--- config.mk ---
export PLATFORM = sky130hd
export DESIGN_NAME = mme_result_writer
export DESIGN_NICKNAME = d
export VERILOG_FILES = /design/src/rtl/mme_result_writer.sv
export SDC_FILE = /design/constraint.sdc
export NUM_CORES = 1
export LEC_CHECK = 0
export BUFFER_PORTS_ARGS = -buffer_cell sky130_fd_sc_hd__buf_4
export CAP_MARGIN = 20
export CORE_AREA = 2 2 455 457
export DETAILED_ROUTE_END_ITERATION = 12
export DIE_AREA = 0 0 457 459
export GPL_ROUTABILITY_DRIVEN = 0
export MAX_ROUTING_LAYER = met4
export SETUP_SLACK_MARGIN = 0.1
export SLEW_MARGIN = 20
export SYNTH_ARGS = -nofsm -noshare
export SYNTH_HDL_FRONTEND = slang
export SYNTH_SLANG_ARGS = --single-unit
--- constraint.sdc ---
create_clock -name clk -period 19.4 [get_ports clk]
set_input_delay 1.94 -clock clk [delete_from_list [all_inputs] [get_ports clk]]
set_output_delay 1.94 -clock clk [all_outputs]
set_load 0.005 [all_outputs]
--- src/rtl/mme_result_writer.sv ---
// mme_result_writer: snapshots a saturated accumulator tile and writes it to memory as one AXI INCR burst per row
module mme_result_writer #(
    parameter int DW       = 32,
    parameter int SA_WIDTH = 4
) (
    input  logic                                          clk,
    input  logic                                          rst,
    input  logic                                          start_i,
    input  logic signed [SA_WIDTH-1:0][SA_WIDTH-1:0][2*DW:0] accum_i,
    input  logic [31:0]                                   tile_addr_i,
    input  logic [7:0]                                    mat_width_i,
    output logic                                          busy_o,
    output logic                                          done_o,
    output logic                                          err_o,
    output logic                                          awvalid_o,
    input  logic                                          awready_i,
    output logic [31:0]                                   awaddr_o,
    output logic [3:0]                                    awlen_o,
    output logic [2:0]                                    awsize_o,
    output logic [1:0]                                    awburst_o,
    output logic                                          wvalid_o,
    input  logic                                          wready_i,
    output logic [DW-1:0]                                 wdata_o,
    output logic [DW/8-1:0]                               wstrb_o,
    output logic                                          wlast_o,
    input  logic                                          bvalid_i,
    output logic                                          bready_o,
    input  logic [1:0]                                    bresp_i
);
    localparam int RW = (SA_WIDTH > 1) ? $clog2(SA_WIDTH) : 1;
    localparam logic [RW-1:0] LAST = RW'(SA_WIDTH - 1);
    localparam logic signed [2*DW:0] MAX = {{(DW+2){1'b0}}, {(DW-1){1'b1}}};
    localparam logic signed [2*DW:0] MIN = {{(DW+2){1'b1}}, {(DW-1){1'b0}}};

    typedef enum logic [1:0] {IDLE, AW, W, B} state_t;

    state_t        r_state, w_next;
    logic [DW-1:0] r_snap [SA_WIDTH][SA_WIDTH];
    logic [31:0]   r_stride, r_awaddr;
    logic [RW-1:0] r_row, r_beat;
    logic [DW-1:0] r_wdata;
    logic          r_err, r_awvalid, r_wvalid, r_wlast, r_bready;
    logic          w_start, w_aw_hs, w_w_hs, w_b_hs, w_last_beat, w_last_row;
    logic [RW-1:0] w_beat_nx;

    function automatic logic [DW-1:0] sat(input logic signed [2*DW:0] v);
        return (v > MAX) ? {1'b0, {(DW-1){1'b1}}} : (v < MIN) ? {1'b1, {(DW-1){1'b0}}} : v[DW-1:0];
    endfunction

    assign w_start     = (r_state == IDLE) && start_i;
    assign w_aw_hs     = r_awvalid && awready_i;
    assign w_w_hs      = r_wvalid && wready_i;
    assign w_b_hs      = r_bready && bvalid_i;
    assign w_last_beat = r_beat == LAST;
    assign w_last_row  = r_row == LAST;
    assign w_beat_nx   = r_beat + 1'b1;

    always_comb begin
        w_next = r_state;
        w_next = (r_state == IDLE) ? (start_i ? AW : IDLE)
               : (r_state == AW)   ? (w_aw_hs ? W : AW)
               : (r_state == W)    ? ((w_w_hs && w_last_beat) ? B : W)
               :                     (w_b_hs ? (w_last_row ? IDLE : AW) : B);
    end

    always_ff @(posedge clk) begin
        if (rst) r_state <= IDLE;
        else     r_state <= w_next;
    end

    always_ff @(posedge clk) begin
        if (rst) begin
            r_awvalid <= 1'b0;
            r_wvalid  <= 1'b0;
            r_bready  <= 1'b0;
            r_wlast   <= 1'b0;
            r_err     <= 1'b0;
            r_awaddr  <= '0;
            r_wdata   <= '0;
            r_stride  <= '0;
            r_row     <= '0;
            r_beat    <= '0;
        end else begin
            r_awvalid <= w_next == AW;
            r_wvalid  <= w_next == W;
            r_bready  <= w_next == B;
            if (w_start) begin
                r_stride <= 32'(mat_width_i) * 32'(DW/8);
                r_awaddr <= tile_addr_i;
                r_row    <= '0;
                r_err    <= 1'b0;
            end
            if (w_aw_hs) begin
                r_beat  <= '0;
                r_wdata <= r_snap[r_row][0];
                r_wlast <= SA_WIDTH == 1;
            end
            if (w_w_hs && !w_last_beat) begin
                r_beat  <= w_beat_nx;
                r_wdata <= r_snap[r_row][w_beat_nx];
                r_wlast <= w_beat_nx == LAST;
            end
            if (w_b_hs) begin
                r_err <= r_err | (bresp_i != 2'b00);
                if (!w_last_row) begin
                    r_row    <= r_row + 1'b1;
                    r_awaddr <= r_awaddr + r_stride;
                end
            end
        end
    end

    always_ff @(posedge clk) begin
        if (w_start)
            for (int r = 0; r < SA_WIDTH; r++)
                for (int c = 0; c < SA_WIDTH; c++)
                    r_snap[r][c] <= sat(accum_i[r][c]);
    end

    assign done_o    = (r_state == B) && bvalid_i && w_last_row;
    assign busy_o    = (r_state != IDLE) && !done_o;
    assign err_o     = r_err;
    assign awvalid_o = r_awvalid;
    assign awaddr_o  = r_awaddr;
    assign awlen_o   = 4'(SA_WIDTH - 1);
    assign awsize_o  = 3'($clog2(DW/8));
    assign awburst_o = 2'b01;
    assign wvalid_o  = r_wvalid;
    assign wdata_o   = r_wdata;
    assign wstrb_o   = '1;
    assign wlast_o   = r_wlast;
    assign bready_o  = r_bready;
endmodule

==> results of run 1 <==
## stage by stage
| stage | setup WS, ps | instances |
|---|---|---|
| detailed placement | 14090 | 6497 |
| global placement | 14190 | 6496 |
| global route | 14650 | 6686 |
| finish | 14860 | 6697 |
| floorplan | 1880 | 2788 |
| CTS | 14870 | 6632 |
## synthesized netlist by cell type, drive strengths merged, types with 3 or more instances
cell type / n
or4: 36
o31ai: 9
o31a: 9
mux4: 160
nor2: 562
a21oi: 36
nand2: 678
dfxtp: 83
nand4: 138
edfxtp: 512
o21ai: 14
ha: 11
inv: 10
o21a: 3
nor4: 139
or3: 8
buf: 40
and3: 9
o211ai: 7
a31oi: 15
o211a: 4
a21o: 8
or2: 3
nand3b: 3
nor3: 12
a22oi: 7
nand3: 27
a311oi: 43
clkbuf: 158
## power by group through the flow
stage | clock (W) | combinational, W | sequential [W]
after floorplan | 0 | 0.000183 | 0.00161
after global placement | 0 | 0.000528 | 0.00157
after detailed placement | 0 | 0.000537 | 0.00157
after CTS | 0.00145 | 0.000538 | 0.00155
after global routing | 0.00149 | 0.000570 | 0.00156
final | 0.00141 | 0.000529 | 0.00155
## cell type report
class,count,area (um2)
multi-input combinational,1984,12400
clock inverter,41,415
inverter,11,48.8
fill,22356,161000
clock buffer,94,1970
sequential,595,17000
tap,2704,3380
timing repair buffer,1203,9050
antenna,65,163
## metal layers
| layer | vias up | share of wire | routed length (um) |
|---|---|---|---|
| li1 | 12558 | - | - |
| met1 | 14114 | 0.39 | 69100 |
| met2 | 1625 | 0.47 | 82600 |
| met3 | 295 | 0.094 | 16500 |
| met4 | 0 | 0.044 | 7690 |
| met5 | - | 0 | 0 |
## critical path: stages
cell and delay [ps]:
buf_4 80, nand2_1 50, buf_4 240, inv_8 630
buf_4 850, buf_4 910
## sequential cells by signal, summed over array words and instances, names as in the netlist, 2 cells and up
register,flops
wdata_o,32
r_snap,512
r_row,2
r_beat,2
awaddr_o,32
r_stride,8
r_state,2
## how the worst max path moves through the flow
stage               startpoint        endpoint  slack [ps]  cells after the start
floorplan              start_i    r_snap[0][0]        1880                      4
global placement       start_i  r_snap[0][118]       14190                      6
detailed placement     start_i  r_snap[2][123]       14090                      6
CTS                   r_row[1]          busy_o       14870                      4
global route           start_i   r_snap[0][51]       14650                      6
finish                 start_i   r_snap[0][51]       14860                      6
## kinds of logic after synthesis
logic type	count (synthesis)	synth area share
and+or+nand+nor	1625	0.236
DFF	595	0.568
buffers and inverters	209	0.0287
AOI/OAI and AO/OA	168	0.0406
muxes	162	0.121
adders and majority gates	12	0.00525
xor gates and xnor gates	4	0.00117
other	2	0.000250
==> metrics.cfg, run 1 <==
[final_layout]
final_util = 0.216
final_area_um2 = 44500
syn2layout_area_growth_pct = 48.1
final_common_cell = buf_4
final_cell_mix = buf_4 (1,202), nand2_1 (677), nor2_1 (562)
drive_gt1_frac = 0.386
final_nets = 4970

[worst_hold_path]
hold_start = awaddr_o[1]
holdPathEnd = awaddr_o[1]
hp-class = reg -> reg
min_path_cells = 2

[routing]
dr.pass1.iters = 8
first_iter_violations = 2712
drtAntennaViolNets = 0
vias = 28592
totalWireLength_mm = 176
drc = 0
vias_per_cell = 4.27
routedWlPerCell_um = 26.3

[global_route]
grt_start_max_net_pins = 112
grtUsageMet2 = 0.265
grt_pass1_wl_mm = 232
track_usage = 0.166
grt-ovfl-total = 0
antenna_found_initial = 90
grt.busiest_layer = met2
met3_usage = 0.0545
grt_pass1_vias = 28575
met1_usage = 0.191

[synth]
synthArstFlopShare = 0
synth_top_area_cell = edfxtp_1
ys_types = 58
synth-edff-count = 512
yosys-top-cells-area = edfxtp_1 (51%), mux4_2 (12%), nand2_1 (8.5%)
synth-seq-area-share = 0.568
yosys_warnings = 0
syn_area_per_cell_um2 = 10.8
synth_top_area_share = 0.512
synth_seq_cells = 595
syn_area_um2 = 30000
syn-instance-count = 2777
synthFlopType = edfxtp_1

[setup_path]
reg2reg_from = r_state[0]
reg2reg_slack_ps = 15540
r2r_end = r_snap[0][51]
crit_required_ps = 19710
arrival_ps = 4850
cp_max_fo = 111
critPathKind = in -> reg
worst_setup_path_end_kind = register
ff2ff_path_depth = 6
crit_path_start_kind = primary input

[pwr]
peakVddDrop_v = 0.0000582
pwr-share-clk = 0.404
combPwrFrac = 0.152
swShare = 0.274
p_seq_frac = 0.444
leakage_nw = 16.7
p_total_w = 0.00349
internal-power_w = 0.00253
powerDensity_nw_per_um2 = 78.4
power.switching_w = 0.000956

[sta]
grt_setup_unrepaired = false
report.final.slew_viol_count = 0
setup_violations = 0
worst_clock_skew_ps = 31.1
fin_hold_ws_ps = 460
period_minus_slack_ps = 4540
min_period_over_period = 0.234
worst_slew_pin_slew_ps = 1070
hold_viol_final = 0
slew_headroom = 0.288
fin_setup_tns_ps = 0
max_freq_mhz = 220

[clock_tree]
holdBufCountCts = 0
root_buffer = clkbuf_16
cts_tree = done
cts_sinks = 595
cts_setup_buffers = 0
path_clk_slew_ps = 60
cts_resized = 0
clockBufferDepth = 3
cts_max_level = 3
clock_latency_ps = 700
numCtsBuffers = 75

[floorplanning]
die_x_um = 457
fp.dieH_um = 459
core_um2 = 206000
pin_count = 1172
rows = 167
start_util = 0.146
dieArea_um2 = 210000

[placement]
dp_hpwl_mm = 140
place_area_um2 = 41900
numPortBuffers = 1158

[run_status]
outcome = finished, final reports clean

[run]
maxCapViolCount = 0

Note: power is estimated with default switching activity, not from simulation.
==> run 2, diff against run 1 <==
- ABC_AREA: unset -> 1
- clock period: 19.4 -> 4.4 ns (I/O delays scaled with it)
==> run 2 against run 1 <==
Core utilization is 2.8 points higher; via count rose by 26%; power rose to 5.0 times the previous value; design area is 13% higher; final cell count is 23% higher; non-clock buffer count rose by 414; sequential power grew to 4.6 times the previous value; global-route usage up 2.5 points; area after synthesis rose by 6.1%; critical endpoint is now wdata_o[30].
==> metrics.cfg, run 2 <==
[run_status]
outcome = finished, final reports clean

[clock_tree]
cts_setup_buffers = 0
path_clk_slew_ps = 60
holdBufCountCts = 416
root_buffer = clkbuf_16
clockBufferDepth = 3
clock_latency_ps = 700
cts_sinks = 595
numCtsBuffers = 78
cts_tree = done
cts_max_level = 3
cts_resized = 0

[synth]
syn_area_per_cell_um2 = 8.09
yosys_warnings = 0
synth_seq_cells = 595
syn-instance-count = 3940
synth-seq-area-share = 0.535
synth_top_area_cell = edfxtp_1
synthFlopType = edfxtp_1
yosys-top-cells-area = edfxtp_1 (48%), nand2_1 (17%), nor2_1 (5.3%)
synth_common_cells = nand2_1 (1,454), edfxtp_1 (512), nor2_1 (453), o21ai_0 (186), nand3_1 (176)
synth-edff-count = 512
syn_area_um2 = 31900
synthArstFlopShare = 0
synth_top_area_share = 0.483
ys_types = 38
yosysMostFrequentCell = nand2_1

[global_route]
met1_usage = 0.214
track_usage = 0.191
grtUsageMet2 = 0.315
antenna_found_initial = 134
grt-ovfl-total = 0
grt_pass1_wl_mm = 273
met3_usage = 0.0537
grt.busiest_layer = met2
grt_pass1_vias = 36176
grt_start_max_net_pins = 124

[routing]
vias = 35989
first_iter_violations = 3227
totalWireLength_mm = 203
vias_per_cell = 4.36
drc = 0
drtAntennaViolNets = 0
routedWlPerCell_um = 24.6
dr.pass1.iters = 6

[final_layout]
final_cell_mix = nand2_1 (1,441), buf_4 (1,193), edfxtp_1 (512)
seqCellArea_um2 = 17000
syn2layout_area_growth_pct = 57.8
final_nets = 6485
largest_reg_flops = 512
drive_gt1_frac = 0.248
final_common_cell = nand2_1
fill_cells = 22367
multi_input_area_um2 = 13200
final_util = 0.245
top_register = r_snap

[setup_path]
critPathKind = reg -> reg
arrival_ps = 3740
worst_setup_path_end_kind = register
cp_max_fo = 123
crit_required_ps = 5050
crit_path_start_kind = register

[placement]
numPortBuffers = 1158
pre_cts_slack_ps = 1420
dp_hpwl_mm = 162

[sta]
grt_setup_unrepaired = false
worst_slew_pin_slew_ps = 1230
fin_setup_tns_ps = 0
slew_headroom = 0.175
max_freq_mhz = 324
setup_violations = 0
hold_viol_final = 0
report.final.slew_viol_count = 0
fin_ws_ps = 1310
min_period_over_period = 0.702
period_minus_slack_ps = 3090
worst_clock_skew_ps = 42.3

[floorplanning]
die_x_um = 457
pin_count = 1172
rows = 167
fp.dieH_um = 459
core_um2 = 206000
start_util = 0.155
dieArea_um2 = 210000

[run]
maxCapViolCount = 0

[pwr]
peakVddDrop_v = 0.000286
leakage_nw = 20.7
powerDensity_nw_per_um2 = 348

[worst_hold_path]
hp-class = in -> reg

[run 2: changes by cell type after synthesis, moves of 112 or more]
cell	previous run	this run
mux4_2	160	0
o21ai_0	13	186
o21ai_1	0	132
nand3_1	27	176
nand2_1	678	1454
inv_1	10	122
[run 2: logic make-up (layout without fill, tap and decap cells)]
logic type / Yosys count / count (layout) / synth area share
simple gates: 2408 / 2408 / 0.315
other cells: 2 / 118 / 0.000236
fa+ha+maj: 12 / 12 / 0.00495
compound gates: 525 / 525 / 0.0904
buf+inv: 390 / 1888 / 0.0527
flops: 595 / 595 / 0.535
xor+xnor: 8 / 8 / 0.00220
[run 2: final timing paths]
path | slack, ps | depth (start not counted) | end | start
max | 1310 | 8 | wdata_o[30] | r_row[0]
min | 60 | 3 | r_snap[0][123] | accum_i[27]
max reg2reg | 1310 | 8 | wdata_o[30] | r_row[0]
min reg2reg | 490 | 2 | wlast_o | wlast_o
[run 2: layer usage]
metal	up-vias	part of all wire	routed length (um)
met5	-	0	0
met4	0	0.052	10600
met3	442	0.084	17100
met2	1963	0.47	95900
met1	17140	0.39	79400
li1	16444	-	-
[run 2: through the flow]
stage / cell area (um2) / std cells / total power [W] / hold slack, ps
4_1_cts: 50000 / 8153 / 0.0177 / 0.266
3_3_place_gp: 43200 / 7592 / 0.0106 / 473
2_1_floorplan: 31900 / 3951 / 0.00853 / 459
3_5_place_dp: 43300 / 7593 / 0.0107 / 482
5_1_grt: 50200 / 8244 / 0.0182 / 18.0
6_report: 50300 / 8258 / 0.0175 / 55.3
[run 2: worst max-delay path, stage by stage (launching register included)]
cell	delay, ps
dfxtp_4	390
buf_12	360
buf_4	640
o21ai_0	250
o211ai_1	230
o211ai_1	520
nand3_1	240
nand2_1	80
inv_1	50
[run 2: final cells by class]
type	instances	share of cell area
timing repair buffer	1617	0.264
clock inverter	51	0.0108
sequential	595	0.339
clock buffer	93	0.0404
multi-input combinational	2966	0.263
antenna	105	0.00523
inverter	127	0.00988
tap	2704	0.0673
[run 2: power breakdown]
| part | switching (W) | internal, W | total [W] | leakage [nW] |
|---|---|---|---|---|
| Sequential | 0.000319 | 0.00687 | 0.00719 | 5.42 |
| Combinational | 0.00222 | 0.00149 | 0.00371 | 14.0 |
| Clock | 0.00278 | 0.00381 | 0.00659 | 1.27 |
| Total | 0.00532 | 0.0122 | 0.0175 | 20.7 |
